[src/rtl/byte_reader_pkg.sv]
// ---------------------------------------------------------------------------
// byte_reader_pkg
// Shared definitions for the byte reader slice.
//   state_t       : FSM state encoding (fixed 2-bit values)
//   DEFAULT_WIDTH : default stored-word width in bits
//   cnt_width()   : bit counter width for a given word width
// Optional feature macro used by this slice: BYTE_READER_PARITY_EN
// ---------------------------------------------------------------------------
package byte_reader_pkg;

    typedef enum logic [1:0] {
        IDLE   = 2'b00,
        SHIFT  = 2'b01,
        PARITY = 2'b10,
        DONE   = 2'b11
    } state_t;

    localparam int DEFAULT_WIDTH = 8;

    // The counter is cleared on every accept, so it only ever needs to reach
    // WIDTH-1. A one-bit floor keeps the vector legal for tiny widths.
    function automatic int cnt_width(input int width);
        return (width <= 2) ? 1 : $clog2(width);
    endfunction

endpackage

[src/rtl/byte_reader_if.sv]
// ---------------------------------------------------------------------------
// byte_reader_if
// Bus between the byte memory / requester side and the byte reader.
//   memory       : parallel word from byte memory
//   read_req     : level request to start a read
//   busy         : reader is not idle
//   serial_out   : current serial bit (0 when serial_valid is low)
//   serial_valid : a data or parity bit is on serial_out this cycle
//   done         : one-cycle pulse after the last bit
// Modports: master (requester side), slave (byte_reader).
// ---------------------------------------------------------------------------
interface byte_reader_if
    import byte_reader_pkg::*;
#(
    parameter int WIDTH = DEFAULT_WIDTH
);

    logic [WIDTH-1:0] memory;
    logic             read_req;
    logic             busy;
    logic             serial_out;
    logic             serial_valid;
    logic             done;

    modport master (
        output memory,
        output read_req,
        input  busy,
        input  serial_out,
        input  serial_valid,
        input  done
    );

    modport slave (
        input  memory,
        input  read_req,
        output busy,
        output serial_out,
        output serial_valid,
        output done
    );

endinterface

[src/rtl/byte_reader_bit_counter.sv]
// ---------------------------------------------------------------------------
// bit_counter
// Clear/enable counter that tracks how many bits have been shifted out, with
// a terminal flag raised when the count reaches WIDTH-1.
//   clk      : system clock
//   reset    : asynchronous active-high reset
//   clear    : synchronous clear (wins over enable)
//   enable   : increment by one
//   terminal : count == WIDTH-1
// ---------------------------------------------------------------------------
module bit_counter
    import byte_reader_pkg::*;
#(
    parameter int WIDTH = DEFAULT_WIDTH
) (
    input  logic clk,
    input  logic reset,
    input  logic clear,
    input  logic enable,
    output logic terminal
);

    localparam int CW = cnt_width(WIDTH);

    logic [CW-1:0] count;

    // Count register: clear has priority so a fresh read always starts at 0.
    always_ff @(posedge clk or posedge reset) begin
        if (reset) begin
            count <= '0;
        end else if (clear) begin
            count <= '0;
        end else if (enable) begin
            count <= count + 1'b1;
        end
    end

    // Terminal flag marks the cycle that carries the last data bit.
    assign terminal = (count == CW'(WIDTH - 1));

endmodule

[src/rtl/byte_reader.sv]
// ---------------------------------------------------------------------------
// byte_reader
// Snapshots the stored word on request and shifts it out LSB first with a
// valid strobe, then issues a one-cycle done pulse.
//   clk   : system clock, rising-edge
//   reset : asynchronous active-high reset
//   bus   : byte_reader_if.slave (memory, read_req in; busy, serial_out,
//           serial_valid, done out)
// Optional: define BYTE_READER_PARITY_EN to append an even-parity bit
// (XOR of the snapshot) after the data bits, delaying done by one cycle.
// All outputs are decoded from registered state only.
// ---------------------------------------------------------------------------
module byte_reader
    import byte_reader_pkg::*;
#(
    parameter int WIDTH = DEFAULT_WIDTH
) (
    input  logic          clk,
    input  logic          reset,
    byte_reader_if.slave  bus
);

    state_t           state;
    state_t           next_state;
    logic [WIDTH-1:0] shift_reg;
    logic             accept;
    logic             last_bit;
`ifdef BYTE_READER_PARITY_EN
    logic             parity_bit;
`endif

    // A request is only honoured while idle; requests during a read or the
    // done cycle are dropped rather than queued.
    assign accept = (state == IDLE) && bus.read_req;

    // The counter is cleared on accept and advances once per shifted bit.
    bit_counter #(
        .WIDTH (WIDTH)
    ) u_bit_counter (
        .clk      (clk),
        .reset    (reset),
        .clear    (accept),
        .enable   (state == SHIFT),
        .terminal (last_bit)
    );

    // State register.
    always_ff @(posedge clk or posedge reset) begin
        if (reset) begin
            state <= IDLE;
        end else begin
            state <= next_state;
        end
    end

    // Next-state logic: the done state always lasts exactly one cycle.
    always_comb begin
        next_state = state;
        case (state)
            IDLE: begin
                if (bus.read_req) begin
                    next_state = SHIFT;
                end
            end
            SHIFT: begin
                if (last_bit) begin
`ifdef BYTE_READER_PARITY_EN
                    next_state = PARITY;
`else
                    next_state = DONE;
`endif
                end
            end
`ifdef BYTE_READER_PARITY_EN
            PARITY: begin
                next_state = DONE;
            end
`endif
            DONE: begin
                next_state = IDLE;
            end
            default: begin
                next_state = IDLE;
            end
        endcase
    end

    // Snapshot register: loaded only on accept so memory rewrites during a
    // read cannot disturb the word in flight; zero-filled as it shifts.
    always_ff @(posedge clk or posedge reset) begin
        if (reset) begin
            shift_reg <= '0;
        end else if (accept) begin
            shift_reg <= bus.memory;
        end else if (state == SHIFT) begin
            shift_reg <= {1'b0, shift_reg[WIDTH-1:1]};
        end
    end

`ifdef BYTE_READER_PARITY_EN
    // Parity is taken from the snapshot at accept, since the shift register
    // no longer holds the full word by the time the parity bit is sent.
    always_ff @(posedge clk or posedge reset) begin
        if (reset) begin
            parity_bit <= 1'b0;
        end else if (accept) begin
            parity_bit <= ^bus.memory;
        end
    end
`endif

    // Output decode from registered state; reset forces everything low
    // immediately because the state register clears asynchronously.
    always_comb begin
        bus.busy         = (state != IDLE);
        bus.done         = (state == DONE);
        bus.serial_valid = 1'b0;
        bus.serial_out   = 1'b0;
        if (state == SHIFT) begin
            bus.serial_valid = 1'b1;
            bus.serial_out   = shift_reg[0];
        end
`ifdef BYTE_READER_PARITY_EN
        if (state == PARITY) begin
            bus.serial_valid = 1'b1;
            bus.serial_out   = parity_bit;
        end
`endif
    end

endmodule

[src/flat_wrapper.sv]
// flat-port wrapper written by rule: the top's interface ports become plain ports
module byte_reader_flat import byte_reader_pkg::*;
#(
    parameter int WIDTH = DEFAULT_WIDTH
)
  (clk, reset, bus_memory, bus_read_req, bus_busy, bus_serial_out, bus_serial_valid, bus_done);
  byte_reader_if #(.WIDTH(WIDTH)) bus_i ();
  input  logic clk;
  input  logic reset;
  input wire logic [$bits(bus_i.memory)-1:0] bus_memory;
  input wire logic [$bits(bus_i.read_req)-1:0] bus_read_req;
  output wire logic [$bits(bus_i.busy)-1:0] bus_busy;
  output wire logic [$bits(bus_i.serial_out)-1:0] bus_serial_out;
  output wire logic [$bits(bus_i.serial_valid)-1:0] bus_serial_valid;
  output wire logic [$bits(bus_i.done)-1:0] bus_done;
  assign bus_i.memory = bus_memory;
  assign bus_i.read_req = bus_read_req;
  assign bus_busy = bus_i.busy;
  assign bus_serial_out = bus_i.serial_out;
  assign bus_serial_valid = bus_i.serial_valid;
  assign bus_done = bus_i.done;
  byte_reader #(.WIDTH(WIDTH)) u_core (.clk(clk), .reset(reset), .bus(bus_i));
endmodule
[config.mk]
export PLATFORM = sky130hd
export DESIGN_NAME = byte_reader_flat
export DESIGN_NICKNAME = d
export VERILOG_FILES = /design/src/rtl/byte_reader_pkg.sv /design/src/rtl/byte_reader_if.sv /design/src/rtl/byte_reader_bit_counter.sv /design/src/rtl/byte_reader.sv /design/src/flat_wrapper.sv
export SDC_FILE = /design/constraint.sdc
export NUM_CORES = 1
export LEC_CHECK = 0
export CORE_UTILIZATION = 47
export DETAILED_ROUTE_END_ITERATION = 12
export GPL_ROUTABILITY_DRIVEN = 0
export GPL_TIMING_DRIVEN = 0
export PLACE_DENSITY = 0.75
export SLEW_MARGIN = 20
export SYNTH_ARGS = -nofsm -noshare
export SYNTH_HDL_FRONTEND = slang
export SYNTH_SLANG_ARGS = --single-unit
[constraint.sdc]
create_clock -name clk -period 2.85 [get_ports clk]
set_input_delay 0.4275 -clock clk [delete_from_list [all_inputs] [get_ports clk]]
set_output_delay 0.4275 -clock clk [all_outputs]
set_load 0.02 [all_outputs]
==> results of run 1 <==
==> stage by stage <==
stage | instance area [µm²] | total power, W | utilization | setup slack [ps] | hold WS [ps]
CTS | 871 | 0.000974 | 0.653 | 726 | 479
global placement | 845 | 0.000839 | 0.633 | 1050 | 476
finish | 871 | 0.000960 | 0.653 | 742 | 462
floorplan | 686 | 0.000703 | - | 1590 | 304
global route | 871 | 0.00103 | 0.653 | 645 | 523
detailed placement | 845 | 0.000856 | 0.633 | 1040 | 474
==> cell usage in the layout, fill, tap and decap left out, types with 2 or more instances in the layout <==
master,count
clkdlybuf4s50_1,14
dfrtp_1,13
inv_1,9
nor2_1,5
clkbuf_4,4
nor4b_2,4
a221oi_2,3
nor2b_2,3
a222oi_1,3
buf_6,2
inv_2,2
a22o_1,2
and2_1,2
ha_1,2
==> worst max path at each step <==
stage | to | slack (ps) | depth (start not counted)
finish | bus_busy | 740 | 4
global route | bus_busy | 640 | 4
CTS | bus_busy | 730 | 4
detailed placement | bus_busy | 1040 | 4
global placement | bus_busy | 1050 | 4
floorplan | bus_busy | 1590 | 3
==> cell type report <==
cell class	count	area, µm²	area share
multi-input combinational	30	289	0.332
sequential	13	325	0.374
tap	15	18.8	0.0216
timing repair buffer	14	140	0.161
clock buffer	4	26.3	0.0302
inverter	11	41.3	0.0474
buffer	3	30.0	0.0345
==> per-layer routing <==
metal | track usage | up-vias | share of wire
met2 | 0.302 | 11 | 0.49
met4 | 0.0750 | 0 | 0.010
met1 | 0.246 | 245 | 0.45
met3 | 0.100 | 2 | 0.053
met5 | 0 | - | 0
li1 | - | 243 | -
==> worst max-delay path, delay by kind of cell, from the launching register on <==
| family | cells | cell delay, ps |
|---|---|---|
| flops | 1 | 380 |
| simple gates | 1 | 230 |
| buf+inv | 3 | 790 |
==> power groups by stage <==
| stage | sequential, W | clock [W] | combinational, W |
|---|---|---|---|
| after floorplan | 0.000309 | 0 | 0.000394 |
| after global placement | 0.000316 | 0 | 0.000524 |
| after detailed placement | 0.000318 | 0 | 0.000538 |
| after CTS | 0.000315 | 0.000120 | 0.000538 |
| after global routing | 0.000324 | 0.000128 | 0.000575 |
| final | 0.000314 | 0.000114 | 0.000532 |
==> logic make-up (layout without fill, tap and decap cells) <==
family                   Yosys count  count (layout)  share of synthesized area
AO/OA/AOI/OAI                     11              11                      0.181
flip-flops                        13              13                      0.474
AND/OR/NAND/NOR                   16              16                      0.190
multiplexers                       1               1                     0.0146
buffers and inverters             14              32                      0.104
adder cells (fa/ha/maj)            2               2                     0.0365
==> out/metrics.cfg, run 1 <==
[outcome]
status = finished, final reports clean

[setup_path]
critPathMaxStageDelay_ps = 530
cp.required_ps = 2420
critPathMaxFanout = 10
regToRegEndpoint = u_core.u_bit_counter.count[2]
worstSetupEndpointType = output port
crit_path_top_delay_cell = clkdlybuf4s50_1
path_cells = clkbuf_4 -> nor2_2 -> inv_1 -> clkdlybuf4s50_1
ff2ff_path_depth = 3
r2r_start = u_core.u_bit_counter.count[0]
critPathLaunch = u_core.state[1]
path_class = flop to output port
rrSetupSlack_ps = 1660
worstPathArrival_ps = 1680
startpoint_type = flop

[clock_network]
cts.clk_slew.worst_paths_ps = 80
numClockSinks = 13
postCtsSetupBuffers = 0
htreeDepth = 1
numCtsBuffers = 3
holdBufCountCts = 0
cts_tree = done
cts_buffer_depth = 2
clock_latency_ps = 280
cts_root_buf = clkbuf_4
cts_resized = 0

[timing]
setup_violations = 0
rsz0062_at_grt = false
finalHoldViolations = 0
post-route-period-util = 0.740
timing.fmax_ghz = 0.474
drv_slew = 0
setup-tns-final_ps = 0
tightest_slew_ps = 497
finalCriticalPeriod_ps = 2110
relSlewSlack = 0.668
skew_ps = 5.83

[routing]
first_pass_iters = 6
drt_iter0_drc = 12
drc = 0
avgRoutedWirePerCell_um = 14.1
ant_nets = 0
vias = 501
viasPerCell = 5.57
totalWireLength_um = 1270

[cells_and_area]
antennaDiodeCount = 0
nNetsFinal = 89
n_fill_cell = 120
syn_to_final_growth_pct = 27.0
largest_reg_flops = 8
final_cells = 90
layout-drive-gt1-share = 0.280

[die]
fp.dieH_um = 40.2
io-pin-count = 15
die_x_um = 40.2
start_util = 0.514
core_mm2 = 0.00133
rows = 13
dieArea_mm2 = 0.00162

[synth]
async_flop_share = 1.00
synth_cells = 57
synth.avg_cell_area_um2 = 12.0
synth_edf_count = 0
ys.flop_type = dfrtp_1
yosysMostFrequentCell = dfrtp_1
syn_area_um2 = 686
ys_seq_elements = 13
synth_common_cells = dfrtp_1, inv_1, nor2_1, nor4b_2
synthTopCellsByArea = dfrtp_1, nor4b_2, a221oi_2, inv_1, a222oi_1
synth_sequential_area_ratio = 0.474
synth.largest_area_cell = dfrtp_1
synth_warnings = 0
yosys.area.top_type_share = 0.474
synth_nets = 70
yosys.cell_types.count = 19

[global_route]
grt_use_total = 0.200
grt_pass1_vias = 440
grt_max_degree = 14
grt_pass1_wl_um = 1970
antenna_found_initial = 0
grt-ovfl-total = 0

[power]
vdd_ir_drop_max_uv = 595
clockPowerShare = 0.119
p_sw_w = 0.000371
switching_share = 0.386
p_int_w = 0.000589
seqPwrFrac = 0.327
pwr-share-comb = 0.554
powerDensity_mw_per_mm2 = 1100
leakage_nw = 0.385

[job]
cap_viol_max_count = 0

[placement]
dpl.cell_count = 86
dpl.hpwl_um = 903
port_buffers = 14

[worst_hold_path]
hold_class = input pin to asynchronous set/reset pin

Power figures use the tool's default switching activity.
==> inputs of run 2 (changes only) <==
--- a/config.mk
+++ b/config.mk
@@ -5,11 +5,11 @@
 export SDC_FILE = /design/constraint.sdc
 export NUM_CORES = 1
 export LEC_CHECK = 0
-export CORE_UTILIZATION = 47
+export CORE_UTILIZATION = 43
 export DETAILED_ROUTE_END_ITERATION = 12
 export GPL_ROUTABILITY_DRIVEN = 0
 export GPL_TIMING_DRIVEN = 0
-export PLACE_DENSITY = 0.75
+export PLACE_DENSITY = 0.72
 export SLEW_MARGIN = 20
 export SYNTH_ARGS = -nofsm -noshare
 export SYNTH_HDL_FRONTEND = slang
==> constraint.sdc (replaced) <==
create_clock -name clk -period 1.7 [get_ports clk]
set_input_delay 0.255 -clock clk [delete_from_list [all_inputs] [get_ports clk]]
set_output_delay 0.255 -clock clk [all_outputs]
set_load 0.02 [all_outputs]
==> run 2 against run 1 <==
Net effect: routed wire length is 6.9% lower; hold slack worse by 180 ps; via count shrank 1.8%; first-iteration DRC count did not move; sequential cell count stayed put; die area up 8.8%; setup slack got worse by 670 ps; clock skew decreased by 4.2 ps; largest power group unchanged; global-route usage decreased by 3.7 points; critical path type unchanged.
==> out/metrics.cfg, run 2 (same netlist as run 1, synthesis figures left out) <==
[setup_path]
crit_path_top_delay_cell = dfrtp_1  ; was clkdlybuf4s50_1
startpoint_type = flop  ; unchanged
worstPathArrival_ps = 1370  ; was 1680 ps
path_cells = clkbuf_4 -> nor2_4 -> inv_1 -> dlygate4sd2_1  ; was clkbuf_4 -> nor2_2 -> inv_1 -> clkdlybuf4s50_1
rrSetupSlack_ps = 530  ; was 1660 ps
crit_family = buffers and inverters  ; unchanged
critPathMaxFanout = 10  ; unchanged
critPathMaxStageDelay_ps = 390  ; was 530 ps
worstSetupEndpointType = output port  ; unchanged
path_class = flop to output port  ; unchanged
path_buf_inv = 3  ; unchanged
cp.required_ps = 1440  ; was 2420 ps

[power]
vdd_ir_drop_max_uv = 999  ; was 595 µV
powerDensity_mw_per_mm2 = 1820  ; was 1100 mW/mm²
leakage_nw = 0.403  ; was 0.385 nW
power_w = 0.00162  ; was 0.000960 W

[die]
dieArea_mm2 = 0.00176  ; was 0.00162 mm²
die_x_um = 41.9  ; was 40.2 µm
io-pin-count = 15  ; unchanged
start_util = 0.461  ; was 0.514
core_mm2 = 0.00149  ; was 0.00133 mm²
fp.dieH_um = 41.9  ; was 40.2 µm
rows = 14  ; was 13

[routing]
ant_nets = 0  ; unchanged
drc = 0  ; unchanged
drt_iter0_drc = 12  ; unchanged
avgRoutedWirePerCell_um = 12.7  ; was 14.1 µm
vias = 492  ; was 501
viasPerCell = 5.29  ; was 5.57
totalWireLength_um = 1180  ; was 1270 µm
first_pass_iters = 5  ; was 6

[clock_network]
clock_latency_ps = 290  ; was 280 ps
cts.clk_slew.worst_paths_ps = 80  ; about the same
htreeDepth = 1  ; unchanged
cts_tree = done  ; unchanged
cts_buffer_depth = 2  ; unchanged
numClockSinks = 13  ; unchanged
holdBufCountCts = 0  ; unchanged
numCtsBuffers = 3  ; unchanged
cts_root_buf = clkbuf_4  ; unchanged

[cells_and_area]
syn_to_final_growth_pct = 29.7  ; was 27.0%
post-route-util = 0.597  ; was 0.653
layout_common_cells = dfrtp_1, clkdlybuf4s50_1, inv_1, nor2_1  ; was clkdlybuf4s50_1, dfrtp_1, inv_1, nor2_1
layout-drive-gt1-share = 0.312  ; was 0.280
fin_area_um2 = 890  ; was 871 µm²
nNetsFinal = 91  ; was 89
largest_reg_flops = 8  ; unchanged
antennaDiodeCount = 0  ; unchanged
final_common_cell = dfrtp_1  ; was clkdlybuf4s50_1

[timing]
post-route-period-util = 0.956
relSlewSlack = 0.681  ; was 0.668
tightest_slew_ps = 478  ; was 497 ps
finalHoldViolations = 0  ; unchanged
timing.fmax_ghz = 0.615
setup_violations = 0  ; unchanged
finalCriticalPeriod_ps = 1630
skew_ps = 1.63  ; was 5.83 ps
drv_slew = 0  ; unchanged

[global_route]
grt_use_total = 0.164  ; was 0.200
grt_pass1_wl_um = 2080  ; was 1970 µm
antenna_found_initial = 0  ; unchanged
grt_max_degree = 14  ; unchanged
grt-ovfl-total = 0  ; unchanged
grt_pass1_vias = 470  ; was 440

[placement]
port_buffers = 14  ; unchanged
post_dp_cell_area_um2 = 846  ; was 845 µm²
dpl.hpwl_um = 821  ; was 903 µm

[outcome]
status = finished, final reports clean  ; unchanged

[worst_hold_path]
hold_class = input pin to asynchronous set/reset pin  ; unchanged

[job]
cap_viol_max_count = 0  ; unchanged

run 2: changes by cell type in the layout (fill, tap and decap cells not counted):
cell,delta
buf_4,+2
clkbuf_1,-1
clkdlybuf4s15_1,+1
clkdlybuf4s50_1,-4
clkinv_2,+1
dlygate4sd2_1,+3
nor2_2,-1
nor2_4,+1
run 2: metal layers:
metal | share of wire | GRT usage | up-vias
li1 | - | - | 243
met1 | 0.47 | 0.207 | 237
met2 | 0.46 | 0.244 | 10
met3 | 0.048 | 0.0783 | 2
met4 | 0.016 | 0.0581 | 0
met5 | 0 | 0 | -
run 2: what timing repair did:
item | 4_1_cts | 5_1_grt
resized for setup | 5 | 1
setup endpoints to repair | 4 | 2
pin swaps | 0 | 1
setup buffers | 0 | 2
run 2: layout make-up:
| type | instances | area, µm² |
|---|---|---|
| fillers | 121 | 599 |
| flip-flops and latches | 13 | 325 |
| multi-input cells | 30 | 294 |
| repair buffers | 16 | 151 |
| inverters | 11 | 41.3 |
| plain buffers | 3 | 30.0 |
| clock buffers | 3 | 22.5 |
| well taps | 16 | 20.0 |
| clock inverters | 1 | 5.00 |
run 2: final timing paths:
kind                                               startpoint                       endpoint  depth (start not counted)
worst max-delay path                          u_core.state[1]                       bus_busy                          4
worst min-delay path                                    reset            u_core.shift_reg[4]                          2
worst max register to register  u_core.u_bit_counter.count[0]  u_core.u_bit_counter.count[2]                          3
worst min register to register  u_core.u_bit_counter.count[0]  u_core.u_bit_counter.count[0]                          1
max in group asynchronous                               reset                u_core.state[1]                          2
min in group clk                u_core.u_bit_counter.count[0]  u_core.u_bit_counter.count[0]                          1
run 2: worst register-to-register path: cells and delay by family, from the launching register on:
family	cells	cell delay [ps]
AOI/OAI and AO/OA	1	200
DFF	1	400
adders and majority gates	2	460
run 2: through the flow:
step / hold WS (ps) / setup WS, ps / instances / TNS, ps
floorplan: 132 / 565 / 57 / 0
global placement: 476 / 72.5 / 87 / 0
detailed placement: 485 / 60.2 / 87 / 0
CTS: 284 / 10.5 / 91 / 0
global route: 315 / -5.37 / 93 / -5.37
finish: 278 / 74.9 / 93 / 0
run 2: report_power, final:
part	switching, W	total [W]	internal, W
Clock	0.000108	0.000196	0.0000876
Combinational	0.000461	0.000897	0.000437
Sequential	0.0000670	0.000525	0.000458
Total	0.000636	0.00162	0.000983
==> inputs of run 3 (changes only) <==
--- a/config.mk
+++ b/config.mk
@@ -9,6 +9,7 @@
 export DETAILED_ROUTE_END_ITERATION = 12
 export GPL_ROUTABILITY_DRIVEN = 0
 export GPL_TIMING_DRIVEN = 0
+export HOLD_SLACK_MARGIN = 0.02
 export PLACE_DENSITY = 0.72
 export SLEW_MARGIN = 20
 export SYNTH_ARGS = -nofsm -noshare
==> results of run 3 <==
Same layout as run 2: the final DEF is identical, and so are final timing and power.
